$ cat src/rtl/fetch_unit_if.sv
// Fetch-unit bus bundle: instruction-memory request/response channel,
// redirect from PC/branch logic, and the valid/ready channel towards decode.
interface fetch_unit_if;
    logic        imem_req_valid;
    logic [31:0] imem_req_addr;
    logic        imem_req_ready;
    logic        imem_rsp_valid;
    logic [31:0] imem_rsp_data;
    logic        redirect_valid;
    logic [31:0] redirect_pc;
    logic        instr_valid;
    logic [31:0] instr_data;
    logic [31:0] instr_pc;
    logic        instr_ready;

    // fetch unit side
    modport master (
        output imem_req_valid, imem_req_addr, instr_valid, instr_data, instr_pc,
        input  imem_req_ready, imem_rsp_valid, imem_rsp_data,
        input  redirect_valid, redirect_pc, instr_ready
    );

    // memory / branch logic / decode side
    modport slave (
        input  imem_req_valid, imem_req_addr, instr_valid, instr_data, instr_pc,
        output imem_req_ready, imem_rsp_valid, imem_rsp_data,
        output redirect_valid, redirect_pc, instr_ready
    );
endinterface

$ cat src/rtl/fetch_unit.sv
// Instruction fetch stage: in-order word fetch with a prefetch queue of
// {pc, instr}, credit-based issue so the queue can never overflow, and
// redirect handling that flushes the queue and drops stale in-flight responses.
module fetch_unit #(
    parameter int          QDEPTH   = 4,
    parameter logic [31:0] RESET_PC = 32'h0
) (
    input  logic         clk,
    input  logic         rst,
    fetch_unit_if.master bus
);
    localparam int AW = $clog2(QDEPTH);
    localparam int CW = AW + 1;
    localparam logic [CW+1:0] DEPTH_W = (CW+2)'(QDEPTH);

    logic [31:0]   fetch_pc;
    logic [31:0]   q_pc    [QDEPTH];
    logic [31:0]   q_instr [QDEPTH];
    logic [31:0]   pc_fifo [QDEPTH];
    logic [AW-1:0] wr_ptr, rd_ptr, pf_wr, pf_rd;
    logic [CW-1:0] count, live, stale;
    logic [CW+1:0] used;
    logic          req_valid, head_valid;
    logic          accept, pop, rsp_drop, rsp_keep;
    logic          unused_redirect_lsbs;

    // Every outstanding request, kept or stale, holds a credit so that a
    // live response always finds a free queue slot.
    assign used       = {2'b00, count} + {2'b00, live} + {2'b00, stale};
    assign req_valid  = !rst && (used < DEPTH_W);
    assign head_valid = (count != '0);

    assign accept   = req_valid && bus.imem_req_ready;
    assign pop      = head_valid && bus.instr_ready;
    assign rsp_drop = bus.imem_rsp_valid && (stale != '0);
    assign rsp_keep = bus.imem_rsp_valid && (stale == '0) && (live != '0);

    assign bus.imem_req_valid = req_valid;
    assign bus.imem_req_addr  = fetch_pc;
    assign bus.instr_valid    = head_valid;
    assign bus.instr_data     = q_instr[rd_ptr];
    assign bus.instr_pc       = q_pc[rd_ptr];

    // Low address bits of a redirect target are forced to zero.
    assign unused_redirect_lsbs = ^bus.redirect_pc[1:0];

    // Issue, response capture, dequeue and redirect flush.
    always_ff @(posedge clk) begin
        if (rst) begin
            fetch_pc <= RESET_PC;
            wr_ptr   <= '0;
            rd_ptr   <= '0;
            pf_wr    <= '0;
            pf_rd    <= '0;
            count    <= '0;
            live     <= '0;
            stale    <= '0;
            for (int i = 0; i < QDEPTH; i++) begin
                q_pc[i]    <= '0;
                q_instr[i] <= '0;
            end
        end else begin
            if (accept) begin
                pc_fifo[pf_wr] <= fetch_pc;
                pf_wr          <= pf_wr + AW'(1);
                fetch_pc       <= fetch_pc + 32'd4;
            end
            if (pop)
                rd_ptr <= rd_ptr + AW'(1);
            if (bus.redirect_valid) begin
                // Everything still in flight, including a request accepted
                // this cycle, becomes stale; a response this cycle is retired.
                fetch_pc <= {bus.redirect_pc[31:2], 2'b00};
                wr_ptr   <= '0;
                rd_ptr   <= '0;
                pf_wr    <= '0;
                pf_rd    <= '0;
                count    <= '0;
                live     <= '0;
                stale    <= stale + live + CW'(accept) - CW'(rsp_drop | rsp_keep);
            end else begin
                if (rsp_keep) begin
                    q_pc[wr_ptr]    <= pc_fifo[pf_rd];
                    q_instr[wr_ptr] <= bus.imem_rsp_data;
                    wr_ptr          <= wr_ptr + AW'(1);
                    pf_rd           <= pf_rd + AW'(1);
                end
                count <= count + CW'(rsp_keep) - CW'(pop);
                live  <= live + CW'(accept) - CW'(rsp_keep);
                stale <= stale - CW'(rsp_drop);
            end
        end
    end

    // A response with nothing outstanding is a memory protocol violation.
    always_ff @(posedge clk) begin
        if (!rst && bus.imem_rsp_valid)
            assert (live != '0 || stale != '0);
    end
endmodule

$ cat src/flat_wrapper.sv
// flat-port wrapper written by rule: the top's interface ports become plain ports
module fetch_unit_flat 
#(
    parameter int          QDEPTH   = 4,
    parameter logic [31:0] RESET_PC = 32'h0
)
  (clk, rst, bus_imem_req_valid, bus_imem_req_addr, bus_instr_valid, bus_instr_data, bus_instr_pc, bus_imem_req_ready, bus_imem_rsp_valid, bus_imem_rsp_data, bus_redirect_valid, bus_redirect_pc, bus_instr_ready);
  fetch_unit_if bus_i ();
  input  logic clk;
  input  logic rst;
  output wire logic [$bits(bus_i.imem_req_valid)-1:0] bus_imem_req_valid;
  output wire logic [$bits(bus_i.imem_req_addr)-1:0] bus_imem_req_addr;
  output wire logic [$bits(bus_i.instr_valid)-1:0] bus_instr_valid;
  output wire logic [$bits(bus_i.instr_data)-1:0] bus_instr_data;
  output wire logic [$bits(bus_i.instr_pc)-1:0] bus_instr_pc;
  input wire logic [$bits(bus_i.imem_req_ready)-1:0] bus_imem_req_ready;
  input wire logic [$bits(bus_i.imem_rsp_valid)-1:0] bus_imem_rsp_valid;
  input wire logic [$bits(bus_i.imem_rsp_data)-1:0] bus_imem_rsp_data;
  input wire logic [$bits(bus_i.redirect_valid)-1:0] bus_redirect_valid;
  input wire logic [$bits(bus_i.redirect_pc)-1:0] bus_redirect_pc;
  input wire logic [$bits(bus_i.instr_ready)-1:0] bus_instr_ready;
  assign bus_imem_req_valid = bus_i.imem_req_valid;
  assign bus_imem_req_addr = bus_i.imem_req_addr;
  assign bus_instr_valid = bus_i.instr_valid;
  assign bus_instr_data = bus_i.instr_data;
  assign bus_instr_pc = bus_i.instr_pc;
  assign bus_i.imem_req_ready = bus_imem_req_ready;
  assign bus_i.imem_rsp_valid = bus_imem_rsp_valid;
  assign bus_i.imem_rsp_data = bus_imem_rsp_data;
  assign bus_i.redirect_valid = bus_redirect_valid;
  assign bus_i.redirect_pc = bus_redirect_pc;
  assign bus_i.instr_ready = bus_instr_ready;
  fetch_unit #(.QDEPTH(QDEPTH), .RESET_PC(RESET_PC)) u_core (.clk(clk), .rst(rst), .bus(bus_i));
endmodule
$ cat config.mk
export PLATFORM = sky130hd
export DESIGN_NAME = fetch_unit_flat
export DESIGN_NICKNAME = d
export VERILOG_FILES = /design/src/rtl/fetch_unit_if.sv /design/src/rtl/fetch_unit.sv /design/src/flat_wrapper.sv
export SDC_FILE = /design/constraint.sdc
export NUM_CORES = 1
export LEC_CHECK = 0
export ABC_AREA = 0
export CAP_MARGIN = 10
export CORE_MARGIN = 3
export CORE_UTILIZATION = 45
export DETAILED_ROUTE_END_ITERATION = 6
export PLACE_DENSITY = 0.75
export SYNTH_ARGS = -nofsm -noshare
export SYNTH_HDL_FRONTEND = slang
export SYNTH_SLANG_ARGS = --single-unit
$ cat constraint.sdc
create_clock -name clk -period 12.4 [get_ports clk]
set_clock_uncertainty 0.05 [all_clocks]
set_input_delay 1.86 -clock clk [delete_from_list [all_inputs] [get_ports clk]]
set_output_delay 1.86 -clock clk [all_outputs]
set_load 0.03 [all_outputs]
==> impl_table.tex <==
\begin{tabular}{lr}
\hline
Metric & Value \\
\hline
\multicolumn{2}{l}{\textbf{Outcome}} \\
\quad Result of the run & finished clean \\
\multicolumn{2}{l}{\textbf{Layout}} \\
\quad Leading cell types in the layout, fill and taps excluded & sky130\_fd\_sc\_hd\_\_edfxtp\_1 (368), sky130\_fd\_sc\_hd\_\_and2\_1 (188), sky130\_fd\_sc\_hd\_\_clkdlybuf4s50\_1 (161), sky130\_fd\_sc\_hd\_\_mux4\_2 (92), sky130\_fd\_sc\_hd\_\_and3\_1 (64) \\
\quad N\_diodes & 0 \\
\quad Area occupied by registers & 12100 um2 \\
\quad Area growth from synthesis to layout & 19.7\% \\
\quad Most frequent standard cell in the layout excluding fill and tap cells & sky130\_fd\_sc\_hd\_\_edfxtp\_1 \\
\quad Final nets & 1346 \\
\quad Footprint of the multi-input gates & 5430 um2 \\
\quad Total of fill cells in the finished design & 3125 \\
\quad Final non-filler cell total & 1803 \\
\quad Fraction of final layout cells sized beyond drive strength 1 & 14.2\% \\
\multicolumn{2}{l}{\textbf{Floorplan}} \\
\quad Initial core utilization & 45.8\% \\
\quad Die span in x & 205 um \\
\quad \# IOs & 168 \\
\quad Die height & 205 um \\
\quad Die Area & 42000 um2 \\
\quad Area of the core & 38900 um2 \\
\quad Row count & 72 \\
\multicolumn{2}{l}{\textbf{Power and ir drop}} \\
\quad Max VDD drop & 110 uV \\
\quad Clock share of power & 39.2\% \\
\quad Proportion of total power due to net switching & 22.8\% \\
\quad Total power divided by cell area & 148 nW/um2 \\
\quad Internal Power & 0.00245 W \\
\quad Share of total power in sequential cells & 51.6\% \\
\quad Power spent charging and discharging nets & 0.000722 W \\
\quad Combinational fraction of design power & 9.2\% \\
\quad Leakage power summed over all cells & 7.54 nW \\
\multicolumn{2}{l}{\textbf{Timing}} \\
\quad Total count of hold-check failures in the final report & 0 \\
\quad Remaining max-slew budget at the tightest pin & 27.5\% \\
\quad Share of the cycle needed by the critical path after routing & 51.1\% \\
\quad Slew Limit Fails & 0 \\
\quad Final setup fails & 0 \\
\quad RSZ-0062 raised after global routing & no \\
\quad Achievable frequency & 0.158 GHz \\
\quad Slew @ Worst Pin & 1090 ps \\
\quad Final TNS setup & 0 ps \\
\quad Final critical delay including setup and external delays & 6340 ps \\
\multicolumn{2}{l}{\textbf{Critical path}} \\
\quad CP max stage cell & sky130\_fd\_sc\_hd\_\_clkdlybuf4s50\_1 \\
\quad Buffers \& Inverters on Critical Path & 3 \\
\quad Crit path arrival time & 4430 ps \\
\quad Cell breakdown of the critical path & clkdlybuf4s50\_1, buf\_4, or4\_1, a211o\_1, nor2\_1, clkdlybuf4s50\_1 \\
\quad Reg2Reg Launch Point & u\_core.live[0] \\
\quad Delay of the slowest cell on the worst path & 690 ps \\
\quad Cell repeated most along the worst path & sky130\_fd\_sc\_hd\_\_clkdlybuf4s50\_1 \\
\quad Type of the worst setup path & in -> out \\
\quad Largest driver fanout on the critical path & 40 \\
\quad Element type at the critical path end & output pin \\
\quad Family with the most delay on the worst path & buffers and inverters \\
\quad Required time of the critical path & 10490 ps \\
\quad Source of the critical timing path & rst \\
\quad Launching element type of the critical path & primary input \\
\multicolumn{2}{l}{\textbf{CTS}} \\
\quad Clock transition at the register clock pins on the worst setup and hold paths after CTS & 60 ps \\
\quad Worst skew pair latency & 530 ps \\
\quad Maximum clock path buffer count & 3 \\
\quad Setup Buffers After CTS & 0 \\
\quad Total clock sinks & 419 \\
\quad TritonCTS clock tree & built \\
\quad Cell at the root of the clock tree & sky130\_fd\_sc\_hd\_\_clkbuf\_16 \\
\quad Hold buffer count at cts & 0 \\
\quad Number of buffers added by the clock tree synthesis step & 43 \\
\quad Number of levels the H-tree was split into & 2 \\
\quad Total of cells resized after clock tree synthesis & 0 \\
\multicolumn{2}{l}{\textbf{Routing}} \\
\quad Per-cell routed wire length & 21.3 um \\
\quad Drt first pass iters & 5 \\
\quad Number of vias per cell after detailed routing & 5.53 \\
\quad Remaining number of nets flagged by the antenna check after routing & 0 \\
\quad Detailed-route via count & 9970 \\
\quad Post-route DRC & 0 \\
\quad Post-Route WL & 38500 um \\
\quad Starting DRC count in detailed routing & 659 \\
\multicolumn{2}{l}{\textbf{Synthesis}} \\
\quad Fraction of the yosys area taken by sequential cells & 67.7\% \\
\quad Most area-hungry cell type in the Yosys netlist & sky130\_fd\_sc\_hd\_\_edfxtp\_1 \\
\quad Avg Inst Size Synth & 16.2 um2 \\
\quad Count of flip-flops with a built-in enable after synthesis & 368 \\
\quad Number of storage elements in the synthesis netlist & 419 \\
\quad Commonest register cell after synthesis & sky130\_fd\_sc\_hd\_\_edfxtp\_1 \\
\quad Area of the mapped netlist & 17800 um2 \\
\quad Post-Synthesis Cells & 1102 \\
\quad Library cells used by synthesis & 47 \\
\quad Number of synthesis warnings & 0 \\
\quad Synth top area share & 62.0\% \\
\quad Cell types with the largest area share after synthesis & sky130\_fd\_sc\_hd\_\_edfxtp\_1 (62\%), sky130\_fd\_sc\_hd\_\_mux4\_2 (12\%), sky130\_fd\_sc\_hd\_\_and2\_1 (6.7\%), sky130\_fd\_sc\_hd\_\_dfxtp\_1 (5.7\%), sky130\_fd\_sc\_hd\_\_and3\_1 (2.2\%) \\
\quad Async S/R FF share, synth & 0\% \\
\multicolumn{2}{l}{\textbf{Global route}} \\
\quad Vias in the first global route & 10400 \\
\quad First-pass GRT wire length & 60500 um \\
\quad Number of antenna violations at the first check in global routing & 0 \\
\quad Remaining global-route overflow & 0 \\
\quad Combined global-route utilization of all metal layers & 18.6\% \\
\quad Maximum number of pins on one net before global-route repair & 71 \\
\multicolumn{2}{l}{\textbf{Placement}} \\
\quad Weighted congestion at the end of routability-driven global placement & 0.800 \\
\quad DP Wirelength & 21000 um \\
\quad Number of buffers inserted by port buffering & 161 \\
\quad DP Cell Count & 1725 \\
\multicolumn{2}{l}{\textbf{Min path}} \\
\quad Hold path startpoint & u\_core.pf\_wr[1] \\
\quad Type of the worst min-delay path & reg -> reg \\
\multicolumn{2}{l}{\textbf{Flow run}} \\
\quad Count of maximum capacitance violations & 0 \\
\hline
\end{tabular}
[path summary, 6_finish.rpt]
check	end	slack, ps	cells past startpoint
min reg2reg	u_core.pf_wr[1]	480	2
min	u_core.pf_wr[1]	480	2
max reg2reg	u_core.stale[2]	7830	16
max	bus_imem_req_valid	6060	6
[sequential cells by signal (all words and copies together) (netlist names), named ones only]
name                      flops
u_core.q_instr              128
u_core.pc_fifo              120
u_core.q_pc                 120
u_core.bus.imem_req_addr     30
u_core.count                  3
u_core.live                   3
u_core.stale                  3
u_core.pf_rd                  2
u_core.pf_wr                  2
u_core.rd_ptr                 2
u_core.wr_ptr                 2
[power groups by stage]
stage / sequential [W] / clock, W / combinational, W
2_1_floorplan: 0.00166 / 0 / 0.000168
6_report: 0.00163 / 0.00124 / 0.000290
3_5_place_dp: 0.00166 / 0 / 0.000291
3_3_place_gp: 0.00166 / 0 / 0.000286
5_1_grt: 0.00164 / 0.00133 / 0.000316
4_1_cts: 0.00164 / 0.00126 / 0.000293
[metrics by stage]
| stage | hold WS (ps) | total power, W | util [%] | worst slack, ps | cell area [um2] |
|---|---|---|---|---|---|
| 2_1_floorplan | 434 | 0.00183 | - | 7270 | 17800 |
| 3_3_place_gp | 449 | 0.00195 | 51.3 | 6110 | 20000 |
| 3_5_place_dp | 464 | 0.00196 | 51.3 | 6110 | 20000 |
| 4_1_cts | 476 | 0.00319 | 54.8 | 6100 | 21300 |
| 5_1_grt | 532 | 0.00328 | 54.8 | 6010 | 21300 |
| 6_report | 475 | 0.00317 | 54.8 | 6060 | 21300 |
[worst min-delay path, delay by kind of cell, from the launching register on]
family / cells / cell delay (ps)
DFF: 1 / 340
AOI/OAI and AO/OA: 2 / 140
[cell usage after synthesis (9+ instances only)]
| cell | instances |
|---|---|
| sky130_fd_sc_hd__edfxtp_1 | 368 |
| sky130_fd_sc_hd__and2_1 | 192 |
| sky130_fd_sc_hd__mux4_2 | 92 |
| sky130_fd_sc_hd__and3_1 | 64 |
| sky130_fd_sc_hd__clkbuf_1 | 58 |
| sky130_fd_sc_hd__dfxtp_1 | 51 |
| sky130_fd_sc_hd__nor2_1 | 42 |
| sky130_fd_sc_hd__inv_1 | 23 |
| sky130_fd_sc_hd__a211oi_1 | 22 |
| sky130_fd_sc_hd__xor2_1 | 20 |
| sky130_fd_sc_hd__ha_1 | 18 |
| sky130_fd_sc_hd__nand2_1 | 15 |
| sky130_fd_sc_hd__xnor2_1 | 15 |
| sky130_fd_sc_hd__nand3_1 | 13 |
| sky130_fd_sc_hd__nand4_1 | 11 |
| sky130_fd_sc_hd__buf_1 | 9 |
[routing by layer]
layer,global-route usage [%],part of all wire [%]
met4,4.15,1.7
met5,0,0
met2,31.0,49
met1,26.2,43
met3,3.02,6.9
[cell families after synthesis]
family	Yosys count	synth area share [%]
flops	419	67.7
xor+xnor	35	1.72
fa+ha+maj	23	1.83
mux	93	11.7
buf+inv	96	2.11
compound gates	61	2.44
simple gates	374	12.5
other cells	1	0.0210
[cell type report]
type,count,share of cell area [%]
clock buffers,54,5.48
clock inverters,23,0.856
inverters,24,0.422
multi-input cells,590,25.5
flip-flops and latches,419,56.6
well taps,518,3.04
repair buffers,175,8.11
Power figures use the tool's default switching activity.
